--- src/rtl/mem_stage_pkg.sv ---
// Shared types and constants for the MEM pipeline stage.
// No logic; constants and one pure helper function.
// No flow control of its own.
package all_pkgs;

    localparam int WIDTH = 32;

    typedef enum logic {
        IDLE = 1'b0,
        WAIT = 1'b1
    } mem_state_t;

    localparam logic [2:0] F3_B  = 3'b000;
    localparam logic [2:0] F3_H  = 3'b001;
    localparam logic [2:0] F3_W  = 3'b010;
    localparam logic [2:0] F3_BU = 3'b100;
    localparam logic [2:0] F3_HU = 3'b101;

    typedef enum logic [1:0] {
        SZ_B = 2'd0,
        SZ_H = 2'd1,
        SZ_W = 2'd2
    } acc_size_t;

    // Any funct3 not naming a byte or half access is handled as a word.
    function automatic acc_size_t access_size(input logic [2:0] funct3);
        case (funct3)
            F3_B, F3_BU: return SZ_B;
            F3_H, F3_HU: return SZ_H;
            default:     return SZ_W;
        endcase
    endfunction

endpackage

--- src/rtl/mem_stage_if.sv ---
// Data-memory request/response bus between the MEM stage and memory.
// Single-cycle completion when dmem_ready is high with dmem_req.
// Memory stretches an access by holding dmem_ready low.
interface mem_stage_if;
    import all_pkgs::*;

    logic             dmem_req;
    logic             dmem_we;
    logic [WIDTH-1:0] dmem_addr;
    logic [3:0]       dmem_be;
    logic [WIDTH-1:0] dmem_wdata;
    logic             dmem_ready;
    logic [WIDTH-1:0] dmem_rdata;

    modport master (
        output dmem_req, dmem_we, dmem_addr, dmem_be, dmem_wdata,
        input  dmem_ready, dmem_rdata
    );

    modport slave (
        input  dmem_req, dmem_we, dmem_addr, dmem_be, dmem_wdata,
        output dmem_ready, dmem_rdata
    );

endinterface

--- src/rtl/mem_stage_load_align.sv ---
// Load data formatter: byte-lane shift plus sign/zero extension.
// Purely combinational, zero latency.
// No flow control.
module mem_load_align
    import all_pkgs::*;
(
    input  logic [WIDTH-1:0] rdata,
    input  logic [1:0]       addr,
    input  logic [2:0]       funct3,
    output logic [WIDTH-1:0] data
);

    logic [WIDTH-1:0] shifted;

    assign shifted = rdata >> {addr, 3'b000};

    // Extend the addressed byte/half; anything else returns the word as read.
    always_comb begin
        data = rdata;
        case (funct3)
            F3_B:    data = {{(WIDTH-8){shifted[7]}}, shifted[7:0]};
            F3_BU:   data = {{(WIDTH-8){1'b0}}, shifted[7:0]};
            F3_H:    data = {{(WIDTH-16){shifted[15]}}, shifted[15:0]};
            F3_HU:   data = {{(WIDTH-16){1'b0}}, shifted[15:0]};
            default: data = rdata;
        endcase
    end

endmodule

--- src/rtl/mem_stage.sv ---
// MEM pipeline stage: issues loads/stores to data memory, registers MEM/WB.
// Zero-wait access completes in the issue cycle; WB outputs one cycle later.
// Stalls upstream while memory holds dmem_ready low, up to TIMEOUT_CYCLES wait cycles.
// Optional build macro MEM_MISALIGN_TRAP_EN: trap misaligned accesses instead of aligning them.
module mem_stage
    import all_pkgs::*;
#(
    parameter int TIMEOUT_CYCLES = 255
)
(
    input  logic             clk,
    input  logic             rst,

    input  logic [WIDTH-1:0] mem_alu_result,
    input  logic [WIDTH-1:0] mem_reg_data2,
    input  logic [4:0]       mem_rd,
    input  logic [2:0]       mem_funct3,
    input  logic             mem_reg_wr_en,
    input  logic [1:0]       mem_wb_sel,
    input  logic [WIDTH-1:0] mem_pc_plus4,
    input  logic             mem_mem_wr_en,
    input  logic             mem_mem_rd_en,

    output logic             mem_stall,

    mem_stage_if.master      dmem,

    output logic [WIDTH-1:0] wb_alu_result,
    output logic [WIDTH-1:0] wb_mem_data,
    output logic [WIDTH-1:0] wb_pc_plus4,
    output logic [4:0]       wb_rd,
    output logic             wb_reg_wr_en,
    output logic [1:0]       wb_wb_sel,
    output logic             wb_bus_err,
    output logic             wb_misalign
);

    localparam logic [7:0] TMO_LAST = 8'(TIMEOUT_CYCLES - 1);

    mem_state_t       state_q;
    mem_state_t       state_d;
    logic [7:0]       tmo_cnt_q;

    logic             access;
    logic             is_store;
    logic             is_load;
    acc_size_t        size;
    logic [1:0]       byte_off;
    logic             issue;
    logic             trap;
    logic             complete;
    logic             timeout;
    logic [WIDTH-1:0] load_data;

    assign access   = mem_mem_rd_en | mem_mem_wr_en;
    // A combined read+write request is a store; the load half is dropped.
    assign is_store = mem_mem_wr_en;
    assign is_load  = mem_mem_rd_en & ~mem_mem_wr_en;
    assign size     = access_size(mem_funct3);

`ifdef MEM_MISALIGN_TRAP_EN
    logic misalign;

    assign misalign = ((size == SZ_H) && mem_alu_result[0]) ||
                      ((size == SZ_W) && (mem_alu_result[1:0] != 2'b00));
    assign trap     = access & misalign;
    assign issue    = access & ~misalign;
`else
    // Misaligned low bits are simply cleared below; every access issues.
    assign trap     = 1'b0;
    assign issue    = access;
`endif

    // Effective byte offset within the word, with bits below the access size cleared.
    always_comb begin
        byte_off = 2'b00;
        case (size)
            SZ_B:    byte_off = mem_alu_result[1:0];
            SZ_H:    byte_off = {mem_alu_result[1], 1'b0};
            default: byte_off = 2'b00;
        endcase
    end

    // Request fields come straight from EX/MEM, which mem_stall freezes during WAIT.
    assign dmem.dmem_we    = is_store;
    assign dmem.dmem_addr  = {mem_alu_result[WIDTH-1:2], 2'b00};

    // Store byte enables and lane-replicated write data.
    always_comb begin
        dmem.dmem_be    = 4'b1111;
        dmem.dmem_wdata = mem_reg_data2;
        case (size)
            SZ_B: begin
                dmem.dmem_be    = 4'b0001 << byte_off;
                dmem.dmem_wdata = {4{mem_reg_data2[7:0]}};
            end
            SZ_H: begin
                dmem.dmem_be    = 4'b0011 << byte_off;
                dmem.dmem_wdata = {2{mem_reg_data2[15:0]}};
            end
            default: begin
                dmem.dmem_be    = 4'b1111;
                dmem.dmem_wdata = mem_reg_data2;
            end
        endcase
    end

    mem_load_align u_load_align (
        .rdata  (dmem.dmem_rdata),
        .addr   (byte_off),
        .funct3 (mem_funct3),
        .data   (load_data)
    );

    // State register.
    always_ff @(posedge clk) begin
        if (rst) begin
            state_q <= IDLE;
        end else begin
            state_q <= state_d;
        end
    end

    // Next state: enter WAIT on an unanswered issue, leave on ready or timeout.
    always_comb begin
        state_d = state_q;
        case (state_q)
            IDLE:    if (issue && !dmem.dmem_ready) state_d = WAIT;
            WAIT:    if (dmem.dmem_ready || (tmo_cnt_q == TMO_LAST)) state_d = IDLE;
            default: state_d = IDLE;
        endcase
    end

    // Outputs: request, stall and the completion/timeout strobes; all quiet in reset.
    always_comb begin
        dmem.dmem_req = 1'b0;
        mem_stall     = 1'b0;
        complete      = 1'b0;
        timeout       = 1'b0;
        if (!rst) begin
            case (state_q)
                IDLE: begin
                    if (issue) begin
                        dmem.dmem_req = 1'b1;
                        complete      = dmem.dmem_ready;
                        mem_stall     = ~dmem.dmem_ready;
                    end
                end
                WAIT: begin
                    dmem.dmem_req = 1'b1;
                    complete      = dmem.dmem_ready;
                    timeout       = ~dmem.dmem_ready && (tmo_cnt_q == TMO_LAST);
                    mem_stall     = ~dmem.dmem_ready && ~timeout;
                end
                default: ;
            endcase
        end
    end

    // Wait-cycle counter: zero outside WAIT, counts unanswered WAIT cycles.
    always_ff @(posedge clk) begin
        if (rst || (state_q == IDLE)) begin
            tmo_cnt_q <= 8'd0;
        end else if (!dmem.dmem_ready) begin
            tmo_cnt_q <= tmo_cnt_q + 8'd1;
        end
    end

    // MEM/WB register: bubble while stalled, otherwise capture the stage result.
    always_ff @(posedge clk) begin
        if (rst) begin
            wb_alu_result <= '0;
            wb_mem_data   <= '0;
            wb_pc_plus4   <= '0;
            wb_rd         <= '0;
            wb_reg_wr_en  <= 1'b0;
            wb_wb_sel     <= '0;
            wb_bus_err    <= 1'b0;
            wb_misalign   <= 1'b0;
        end else if (mem_stall) begin
            wb_reg_wr_en  <= 1'b0;
            wb_bus_err    <= 1'b0;
            wb_misalign   <= 1'b0;
        end else begin
            wb_alu_result <= mem_alu_result;
            wb_mem_data   <= (is_load && complete) ? load_data : '0;
            wb_pc_plus4   <= mem_pc_plus4;
            wb_rd         <= mem_rd;
            wb_reg_wr_en  <= mem_reg_wr_en & ~timeout & ~trap;
            wb_wb_sel     <= mem_wb_sel;
            wb_bus_err    <= timeout;
            wb_misalign   <= trap;
        end
    end

endmodule

--- src/flat_wrapper.sv ---
// flat-port wrapper written by rule: the top's interface ports become plain ports
module mem_stage_flat import all_pkgs::*;
#(
    parameter int TIMEOUT_CYCLES = 255
)
  (clk, rst, mem_alu_result, mem_reg_data2, mem_rd, mem_funct3, mem_reg_wr_en, mem_wb_sel, mem_pc_plus4, mem_mem_wr_en, mem_mem_rd_en, mem_stall, wb_alu_result, wb_mem_data, wb_pc_plus4, wb_rd, wb_reg_wr_en, wb_wb_sel, wb_bus_err, wb_misalign, dmem_dmem_req, dmem_dmem_we, dmem_dmem_addr, dmem_dmem_be, dmem_dmem_wdata, dmem_dmem_ready, dmem_dmem_rdata);
  mem_stage_if dmem_i ();
  input  logic clk;
  input  logic rst;
  input  logic [WIDTH-1:0] mem_alu_result;
  input  logic [WIDTH-1:0] mem_reg_data2;
  input  logic [4:0] mem_rd;
  input  logic [2:0] mem_funct3;
  input  logic mem_reg_wr_en;
  input  logic [1:0] mem_wb_sel;
  input  logic [WIDTH-1:0] mem_pc_plus4;
  input  logic mem_mem_wr_en;
  input  logic mem_mem_rd_en;
  output logic mem_stall;
  output logic [WIDTH-1:0] wb_alu_result;
  output logic [WIDTH-1:0] wb_mem_data;
  output logic [WIDTH-1:0] wb_pc_plus4;
  output logic [4:0] wb_rd;
  output logic wb_reg_wr_en;
  output logic [1:0] wb_wb_sel;
  output logic wb_bus_err;
  output logic wb_misalign;
  output wire logic [$bits(dmem_i.dmem_req)-1:0] dmem_dmem_req;
  output wire logic [$bits(dmem_i.dmem_we)-1:0] dmem_dmem_we;
  output wire logic [$bits(dmem_i.dmem_addr)-1:0] dmem_dmem_addr;
  output wire logic [$bits(dmem_i.dmem_be)-1:0] dmem_dmem_be;
  output wire logic [$bits(dmem_i.dmem_wdata)-1:0] dmem_dmem_wdata;
  input wire logic [$bits(dmem_i.dmem_ready)-1:0] dmem_dmem_ready;
  input wire logic [$bits(dmem_i.dmem_rdata)-1:0] dmem_dmem_rdata;
  assign dmem_dmem_req = dmem_i.dmem_req;
  assign dmem_dmem_we = dmem_i.dmem_we;
  assign dmem_dmem_addr = dmem_i.dmem_addr;
  assign dmem_dmem_be = dmem_i.dmem_be;
  assign dmem_dmem_wdata = dmem_i.dmem_wdata;
  assign dmem_i.dmem_ready = dmem_dmem_ready;
  assign dmem_i.dmem_rdata = dmem_dmem_rdata;
  mem_stage #(.TIMEOUT_CYCLES(TIMEOUT_CYCLES)) u_core (.clk(clk), .rst(rst), .mem_alu_result(mem_alu_result), .mem_reg_data2(mem_reg_data2), .mem_rd(mem_rd), .mem_funct3(mem_funct3), .mem_reg_wr_en(mem_reg_wr_en), .mem_wb_sel(mem_wb_sel), .mem_pc_plus4(mem_pc_plus4), .mem_mem_wr_en(mem_mem_wr_en), .mem_mem_rd_en(mem_mem_rd_en), .mem_stall(mem_stall), .dmem(dmem_i), .wb_alu_result(wb_alu_result), .wb_mem_data(wb_mem_data), .wb_pc_plus4(wb_pc_plus4), .wb_rd(wb_rd), .wb_reg_wr_en(wb_reg_wr_en), .wb_wb_sel(wb_wb_sel), .wb_bus_err(wb_bus_err), .wb_misalign(wb_misalign));
endmodule
--- config.mk ---
export PLATFORM = sky130hd
export DESIGN_NAME = mem_stage_flat
export DESIGN_NICKNAME = d
export VERILOG_FILES = /design/src/rtl/mem_stage_pkg.sv /design/src/rtl/mem_stage_if.sv /design/src/rtl/mem_stage_load_align.sv /design/src/rtl/mem_stage.sv /design/src/flat_wrapper.sv
export SDC_FILE = /design/constraint.sdc
export NUM_CORES = 1
export LEC_CHECK = 0
export ABC_CLOCK_PERIOD_IN_PS = 2300
export BUFFER_PORTS_ARGS = -buffer_cell sky130_fd_sc_hd__buf_2
export CAP_MARGIN = 20
export CELL_PAD_IN_SITES_DETAIL_PLACEMENT = 0
export CELL_PAD_IN_SITES_GLOBAL_PLACEMENT = 1
export CORE_MARGIN = 1.5
export CORE_UTILIZATION = 30
export CTS_CLUSTER_DIAMETER = 80
export DETAILED_ROUTE_END_ITERATION = 8
export MAX_ROUTING_LAYER = met4
export PLACE_DENSITY_LB_ADDON = 0.1
export SYNTH_ARGS = -nofsm -noshare
export SYNTH_HDL_FRONTEND = slang
export SYNTH_SLANG_ARGS = --single-unit
--- constraint.sdc ---
create_clock -name clk -period 2.3 [get_ports clk]
set_input_delay 0.115 -clock clk [delete_from_list [all_inputs] [get_ports clk]]
set_output_delay 0.115 -clock clk [all_outputs]
set_load 0.01 [all_outputs]
== Word-level counts from Yosys, hierarchy flattened ==
Index checks and enable logic that the tools add are counted.
Storage, ports and cells
  output and inout bits: 177
  bits of input ports: 144
  flip-flop bits (word level): 114
  logic and storage cells: 58
Operators by class
  bitwise operators: 8
  add/subtract/negate cells: 1
  reductions and logical operators: 12
  mux-type cells: 20
  shift operators: 3
  eq/ne operators: 5
Operators with widths (count)
  32-bit case mux with 4 select lines: 1
  32-bit case mux with 2 select lines: 1
  32-bit 2-to-1 mux: 1
  32-bit by 5-bit right shift with 16-bit output: 1
  1-bit 2-to-1 mux: 10
  8-bit by 1-bit adder with 8-bit output, second input constant: 1
  8-bit == test, second input constant: 1
  1-bit case mux with 2 select lines: 4
  2-bit case mux with 2 select lines: 2
  4-bit case mux with 2 select lines: 1
  3-bit == test, second input constant: 2
  2-bit OR reduction: 3
  1-bit inverter: 5
  1-bit logical AND: 4
  1-bit by 2-bit left shift with 4-bit output, first input constant: 1
  2-bit by 2-bit left shift with 4-bit output, first input constant: 1
  3-bit by 1-bit == test with 1-bit output, second input constant: 1
  3-bit logical NOT: 1
  1-bit bitwise AND: 2
  2-bit by 1-bit == test with 1-bit output, second input constant: 1
  2-bit logical NOT: 1
  1-bit logical OR: 2
  1-bit logical NOT: 1
  1-bit OR: 1

== Logic depth before layout (Yosys ltp) ==
Gate-level depths: netlist of run 1.
  word-level depth: 8
  mapped depth: 8
  depth with buffers taken out: 6

== Modules after synthesis ==
Synthesis of run 1 repeated with hierarchy kept, for this count alone.
Second synthesis, totals
  cell total of the unflattened synthesis: 643
  area total of the unflattened synthesis: 6118.4 um2
Modules (own cells, without submodules)
  mem_stage: area each 5402.7 um2, cells each 532, instances 1, sequential area each 2282.2 um2
  mem_load_align: area each 715.7 um2, cells each 111, instances 1, sequential area each 0.0 um2

== Worst setup path before layout of run 1 ==
OpenSTA, ideal clock, no wires.
  path type: reg2reg
  start point: register u_core.tmo_cnt_q[0]
  end point: register u_core.wb_mem_data[24]
  data required time: 2.230 ns
  cell stages (with the launch flop): 9
  buffers on the path: 2
  slack: 0.635 ns
  library setup time: 0.070 ns
  arrival time: 1.594 ns
  clock period less this slack: 1.665 ns
  path through: dfxtp_1 -> inv_1 -> ha_1 -> and3_1 -> and3_1 -> buf_4 -> nor3_4 -> buf_2 -> o2bb2ai_1
Between the ends
  longest elaborated chain between the ends: 6
Ends and longest elaborated chain
  start, declared: line mem_stage.sv:42  | logic [7:0] tmo_cnt_q;
  start signal, assigned: line mem_stage.sv:165  | tmo_cnt_q <= tmo_cnt_q + 8'd1;
  8-bit == test: line mem_stage.sv:152  | timeout = ~dmem.dmem_ready && (tmo_cnt_q == TMO_LAST);
  1-bit logical AND: line mem_stage.sv:152
  1-bit inverter: line mem_stage.sv:153  | mem_stall = ~dmem.dmem_ready && ~timeout;
  1-bit logical AND: line mem_stage.sv:153
  1-bit case mux with 2 select lines: line mem_stage.sv:141  | case (state_q)
  1-bit 2-to-1 mux: line mem_stage.sv:140  | if (!rst) begin
  end signal, assigned: line mem_stage.sv:186  | wb_mem_data <= (is_load && complete) ? load_data : '0;
  end, declared: line mem_stage.sv:29  | output logic [WIDTH-1:0] wb_mem_data,
Every way passes these cells.
A chain may end at the register's enable or synchronous reset.

== Worst setup path after layout of run 1 ==
  start point: register u_core.tmo_cnt_q[0]
  end point: output mem_stall
Between the ends
  longest elaborated chain between the ends: 6
Ends and longest elaborated chain
  8-bit == test: line mem_stage.sv:152
  1-bit logical AND: line mem_stage.sv:152
  1-bit inverter: line mem_stage.sv:153
  1-bit logical AND: line mem_stage.sv:153
  1-bit case mux with 2 select lines: line mem_stage.sv:141
  1-bit 2-to-1 mux: line mem_stage.sv:140
  end, declared: line flat_wrapper.sv:19  | output logic mem_stall;
Every way passes these cells.

==> summary.md, run 1 <==
| Metric | Value |
|---|---|
| Yosys warning total | 0 |
| Ys async rst share | 0 |
| Remaining DRCs | 24 |
| Unique masters post-synth | between 50 and 60 |
| Critical Setup Path Class | reg2out |
| Initial antenna violation count | 3 |
| Pint | approximately 4.3 mW |
| Dpl cells | between 1k and 1.5k |
| EDFF count, synth | 0 |
| Post-route cell area | around 0.0085 sq mm |
| Worst slew pin tran | 0.796 ns |
| Placeable Area | 0.0181 sq mm |
| Max Root-Sink Buffers | 2 |
| Critical path launch point type | flip-flop |
| CP peak stage delay | 0.37 ns |
| CTS tree | yes |
| Post-route minimum period | ~2.1 ns |
| Net Sw Power | approximately 1.5 mW |
| Vias in the first global route | 6177 |
| Max-slew violations | 0 |
| Total power | ~5.8 mW |
| Clk root buf | clkbuf_16 |
| Leakage power of the design | approximately 3.9 nW |
| Slowest CP cell | dfxtp_1 |
| Antenna-violating nets left | 0 |
| Clock H-tree levels | 4 |
| Fin Setup TNS | 0 ns |
| Filler cell count | 1754 |
| IO Count | roughly 320 |
| Die ar. | about 0.019 sq mm |
| Synthesized instance count | about 650 |
| Die Height | around 140 microns |
| Max-Slew Margin vs Limit | 0.469 |
| Final Setup Violations | 0 |
| Sequential share of power | 0.367 |
| Maxcap violations | 0 |
| FP Rows | about 50 |
| Worst EP required | approximately 2.2 ns |
| Clock share of power | 0.465 |
| Nets@finish | 1136 |
| Comb pwr share | 0.168 |
| Largest net degree at the start of global routing | 74 |
| Placer Congestion | roughly 0.82 |
| Worst EP arrival | between 2 and 2.5 ns |
| Failing checks | design-rule violations |
| Sink Count | around 110 |
| Skew-Pair Late Insertion Delay | between 0.4 and 0.5 ns |
| Die Wd | 139 microns |
| Synth Register Bits | between 100 and 150 |
| Crit-path cells | inv_1 > ha_1 > and3_1 > and3_2 > nor3_4 > buf_12 > buf_2 |
| Syn_area_per_cell | 8.59 sq um |
| Sw Ratio | 0.255 |
| Max frequency | roughly 470 MHz |
| Cell area power density | roughly 680 mW/mm^2 |
| Routed WL per cell | between 15 and 20 microns |
| Count of buffers from port buffering | 317 |
| First DRT Iteration DRCs | between 300 and 400 |
| Routed vias/inst | between 5 and 6 |
| Yosys top cell area share | 0.411 |
| Hold Crit Class | in2reg |
| Part of the cycle the worst path needs | 0.933 |
| Layout cells sized above 1 | 0.399 |
| Util after Layout | 0.471 |
| First-pass GRT wire length | approximately 32000 microns |
| Total routed wirelength | around 21000 microns |
| DP Wirelength | approximately 14000 microns |
| Leading area contributor after synthesis | dfxtp_1 |
| Post-synthesis sequential area ratio | 0.411 |
| Synth Flop Type | dfxtp_1 |
| Status | finished, violations left |
| Worst Path Max Fanout | 9 |
| DR vias | 6194 |
| GRT Resource Usage Total | 0.214 |
| RSZ-0062 raised after global routing | false |
| Crit. End Element | primary output |
| Final hold vios | 0 |
| Grt ovf | 0 |
| Initial core utilization | 0.307 |
| Area after DPL | approximately 0.0070 sq mm |
| Syn Std Cell Area | roughly 0.0056 sq mm |
| Worst Skew | 0.0137 ns |
| Worst-case vdd ir drop | slightly above 0.5 mV |
| Top cells by area, synth | dfxtp_1, o21ai_0, nand3_1 |
| Area Overhead vs Synth | 53.3% |
| Total CTS buffers | 17 |
| Finished Layout Cells | 1234 |
| R2r setup slk | approximately 0.43 ns |
| Pre-antenna DRT Iters | 8 |
| Worst-path clk slew | around 0.050 ns |
==> registers in the layout (all words and copies together) (netlist names) <==
signal                flops
u_core.wb_mem_data       32
u_core.wb_alu_result     32
u_core.wb_pc_plus4       32
u_core.wb_reg_wr_en       1
u_core.wb_wb_sel          2
u_core.wb_bus_err         1
u_core.wb_rd              5
u_core.tmo_cnt_q          8
u_core.state_q            1
==> synth_stat cells, types with 3 or more instances <==
master / instances
xor2_1: 6
o2bb2ai_2: 3
nor3_1: 4
nand2_1: 16
a32o_1: 5
buf_6: 5
dfxtp_1: 114
a221oi_1: 7
a21oi_1: 73
inv_1: 4
clkbuf_1: 35
nand2b_1: 6
buf_2: 14
mux2_2: 20
o21ai_0: 90
nor3b_1: 3
nor2_1: 31
o2bb2ai_1: 23
mux2i_1: 20
nor2b_1: 4
nand3_1: 78
buf_4: 48
a31oi_1: 4
==> worst paths after layout <==
check | startpoint | endpoint | cells past startpoint
setup / recovery | u_core.tmo_cnt_q[0] | mem_stall | 7
hold / removal | dmem_dmem_rdata[31] | u_core.wb_mem_data[31] | 3
setup reg to reg | u_core.tmo_cnt_q[0] | u_core.wb_mem_data[18] | 8
hold reg to reg | u_core.wb_wb_sel[0] | u_core.wb_wb_sel[0] | 2
==> power groups by stage <==
stage / combinational [mW] / sequential (mW) / clock (mW)
global route: 1.05 / 2.13 / 2.83
detailed placement: 0.843 / 2.16 / 0
finish: 0.969 / 2.12 / 2.68
global placement: 0.836 / 2.16 / 0
CTS: 0.963 / 2.12 / 2.74
floorplan: 0.439 / 2.20 / 0
==> per-stage QoR <==
| stage | worst slack, ns | hold WS [ns] |
|---|---|---|
| 4_1_cts | 0.0953 | 0.00177 |
| 3_5_place_dp | 0.494 | 0.377 |
| 6_report | 0.155 | 0.0115 |
| 3_3_place_gp | 0.535 | 0.374 |
| 2_1_floorplan | 0.635 | 0.260 |
| 5_1_grt | 0.0277 | 0.0348 |
==> kinds of logic (layout without fill, tap and decap cells) <==
logic type      Yosys count  count (layout)  share of synthesized area
compound gates          216             216                      0.234
xor+xnor                  7               7                     0.0110
fa+ha+maj                 2               2                    0.00450
buf+inv                 107             461                      0.115
flops                   114             114                      0.411
mux                      40              40                     0.0765
other cells               1               5                   0.000675
simple gates            160             160                      0.148
==> final cells by class <==
type / count / area (sq um) / area share
Antenna cell: 2 / 5.00 / 0.000587
Clock buffer: 24 / 512 / 0.0601
Clock inverter: 8 / 98.8 / 0.0116
Inverter: 4 / 15.0 / 0.00176
Multi-Input combinational cell: 428 / 2660 / 0.312
Sequential cell: 114 / 2280 / 0.268
Tap cell: 229 / 287 / 0.0336
Timing Repair Buffer: 425 / 2660 / 0.312
==> layer usage <==
layer | share of wire | up-vias | track usage
li1 | - | 2973 | -
met1 | 0.41 | 2894 | 0.239
met2 | 0.50 | 296 | 0.370
met3 | 0.074 | 31 | 0.0518
met4 | 0.020 | 0 | 0.0823
met5 | 0 | - | -
==> repair_timing <==
item,in CTS,in global routing
endpoints found under the setup margin,0,1
gates resized for setup,0,0
setup buffers,0,4
hold buffers,88,0
endpoints found under the hold margin,88,0
==> cells in the final DEF, fill, tap and decap left out, types with 4 or more instances in the layout <==
| cell | netlist | routed |
|---|---|---|
| dfxtp_1 | 114 | 114 |
| nand2b_1 | 6 | 6 |
| o2bb2ai_1 | 23 | 23 |
| a21oi_1 | 73 | 73 |
| clkbuf_8 | 0 | 6 |
| a32o_1 | 5 | 5 |
| buf_4 | 48 | 17 |
| a31oi_1 | 4 | 4 |
| clkbuf_16 | 0 | 18 |
| buf_2 | 14 | 317 |
| nor2_1 | 31 | 30 |
| nor3_1 | 4 | 4 |
| inv_1 | 4 | 4 |
| dlygate4sd3_1 | 0 | 88 |
| xor2_1 | 6 | 6 |
| nand3_1 | 78 | 77 |
| a221oi_1 | 7 | 7 |
| mux2i_1 | 20 | 20 |
| nor2b_1 | 4 | 4 |
| o21ai_0 | 90 | 90 |
| mux2_2 | 20 | 20 |
| nand2_1 | 16 | 16 |
==> critical path: cells and delay by family, from the launching register on <==
family | cells | cell delay (ns)
and+or+nand+nor | 3 | 0.70
adders and majority gates | 1 | 0.20
buffers and inverters | 3 | 0.35
DFF | 1 | 0.37
No activity file was read; power rests on OpenSTA's default activity.
==> run 2: changes to the inputs <==
==> constraint.sdc (replaced) <==
create_clock -name clk -period 2.3 [get_ports clk]
set_input_delay 0.46 -clock clk [delete_from_list [all_inputs] [get_ports clk]]
set_output_delay 0.46 -clock clk [all_outputs]
set_load 0.01 [all_outputs]
==> summary.md, run 2 (same netlist as run 1, synthesis figures left out) <==
| Metric | Value |
|---|---|
| Most common library cell in the layout ignoring fill and taps | buf_2 |
| Worst slew pin tran | 0.670 ns (-0.126 ns) |
| Total routed wirelength | 19800 microns (-5.0%) |
| Routed vias/inst | 5.10 (+1.6%) |
| Area after DPL | 0.00703 sq mm (+0.90%) |
| Skew-Pair Late Insertion Delay | 0.41 ns (about the same) |
| Commonest cells after routing, fill and taps aside | buf_2, dfxtp_1, o21ai_0 |
| Post-route minimum period | 2.23 ns (+0.0830 ns) |
| Finished Layout Cells | 1149 (-6.9%) |
| Placer Congestion | 0.846 (+3.3%) |
| Die Height | 139 microns (unchanged) |
| Final hold vios | 0 (unchanged) |
| Maxcap violations | 0 (unchanged) |
| DP Wirelength | 14600 microns (+1.1%) |
| Layout cells sized above 1 | 0.440 (+0.0408) |
| FP Rows | 49 (unchanged) |
| Worst-path clk slew | 0.05 ns (about the same) |
| Die ar. | 0.0194 sq mm (unchanged) |
| Hold Crit Class | in2reg |
| Fin Setup TNS | 0 ns (unchanged) |
| Leakage power of the design | 3.53 nW (-9.2%) |
| Clk root buf | clkbuf_16 |
| Pre-antenna DRT Iters | 7 (-1) |
| Total CTS buffers | 17 (unchanged) |
| First DRT Iteration DRCs | 309 (+2.7%) |
| Worst Skew | 0.00956 ns (-0.00411 ns) |
| Status | finished, violations left |
| CTS tree | yes |
| Dpl ws | 0.229 ns (-0.265 ns) |
| Vias in the first global route | 5714 (-7.5%) |
| Nets@finish | 1053 (-7.3%) |
| Crit. End Element | primary output |
| Max-Slew Margin vs Limit | 0.553 (+0.0843) |
| Max Root-Sink Buffers | 2 (unchanged) |
| Grt ovf | 0 (unchanged) |
| Final Setup Violations | 0 (unchanged) |
| Dpl cells | 1117 (+0.90%) |
| Initial antenna violation count | 2 (-1) |
| First-pass GRT wire length | 30900 microns (-3.1%) |
| Placeable Area | 0.0181 sq mm (unchanged) |
| GRT Resource Usage Total | 0.208 (-0.00658) |
| Clock H-tree levels | 4 (unchanged) |
| Count of buffers from port buffering | 317 (unchanged) |
| Initial core utilization | 0.307 (unchanged) |
| Critical path launch point type | flip-flop |
| Post-route cell area | 0.00765 sq mm (-10%) |
| Failing checks | design-rule violations |
| Die Wd | 139 microns (unchanged) |
| Antenna-violating nets left | 0 (unchanged) |
| Remaining DRCs | 24 (unchanged) |
| IO Count | 321 (unchanged) |
| Max-slew violations | 0 (unchanged) |
| RSZ-0062 raised after global routing | false |
| Area Overhead vs Synth | 37.7% |
| Worst-case vdd ir drop | 0.471 mV (-6.9%) |
| DR vias | 5857 (-5.4%) |
| Max frequency | 449 MHz (-3.7%) |
| Final worst slack | 0.0719 ns (-0.0830 ns) |
| Cell area power density | 749 mW/mm^2 (+11%) |
| Routed WL per cell | 17.2 microns (+2.0%) |
| Largest net degree at the start of global routing | 73 (-1.4%) |
| Regs by FF count | u_core.wb_alu_result x32, u_core.wb_mem_data x32, u_core.wb_pc_plus4 x32 |
| Sink Count | 114 (unchanged) |
| Worst Path Max Fanout | 4 (-5) |
| Worst EP arrival | 1.77 ns (-0.26 ns) |
| Part of the cycle the worst path needs | 0.969 (+0.0361) |
| Critical Setup Path Class | reg2out |
| Worst EP required | 1.84 ns (-0.34 ns) |
## run 2: area by class of cell
type,count,area [sq um]
Tap cell,229,287
Timing Repair Buffer,342,1790
Clock inverter,10,158
Multi-Input combinational cell,428,2660
Clock buffer,21,460
Fill cell,1859,10400
Inverter,4,15.0
Sequential cell,114,2280
Antenna cell,1,2.50
## run 2: layer usage
metal	track usage	share of wire	wire length, microns
met1	0.234	0.39	7800
met2	0.349	0.50	9810
met3	0.0528	0.080	1580
met4	0.0907	0.030	599
met5	-	0	0
## run 2: critical path: stages (launching register included)
cell and delay, ns:
dfxtp_2 0.35, inv_1 0.05, ha_1 0.19, and3_1 0.19, and3_2 0.25, nor3_4 0.17
buf_4 0.17
## run 2: final timing paths
check             depth (start not counted)                        to  slack (ns)               startpoint
setup / recovery                          6                 mem_stall        0.07      u_core.tmo_cnt_q[0]
hold / removal                            3    u_core.wb_pc_plus4[31]        0.32         mem_pc_plus4[31]
setup reg to reg                          7  u_core.wb_alu_result[21]        0.40      u_core.tmo_cnt_q[0]
hold reg to reg                           2   u_core.wb_alu_result[4]        0.46  u_core.wb_alu_result[4]
## run 2: per-stage QoR
stage / utilization / hold slack (ns) / power, mW
floorplan: - / 0.472 / 2.64
global placement: 0.389 / 0.442 / 3.01
detailed placement: 0.389 / 0.441 / 3.01
CTS: 0.423 / 0.295 / 5.81
global route: 0.423 / 0.306 / 5.98
finish: 0.423 / 0.315 / 5.73
## run 2: where the power goes
part | total, mW | switching [mW] | internal (mW) | leakage, nW
Sequential | 2.12 | 0.0471 | 2.07 | 0.936
Clock | 2.76 | 0.908 | 1.86 | 0.295
Combinational | 0.847 | 0.480 | 0.367 | 2.30
Total | 5.73 | 1.44 | 4.30 | 3.53
## run 2: what timing repair did
action	CTS	global route
buffers inserted	0	0
gates resized for setup	0	2
hold buffers	0	0
endpoints found under the setup margin	0	1
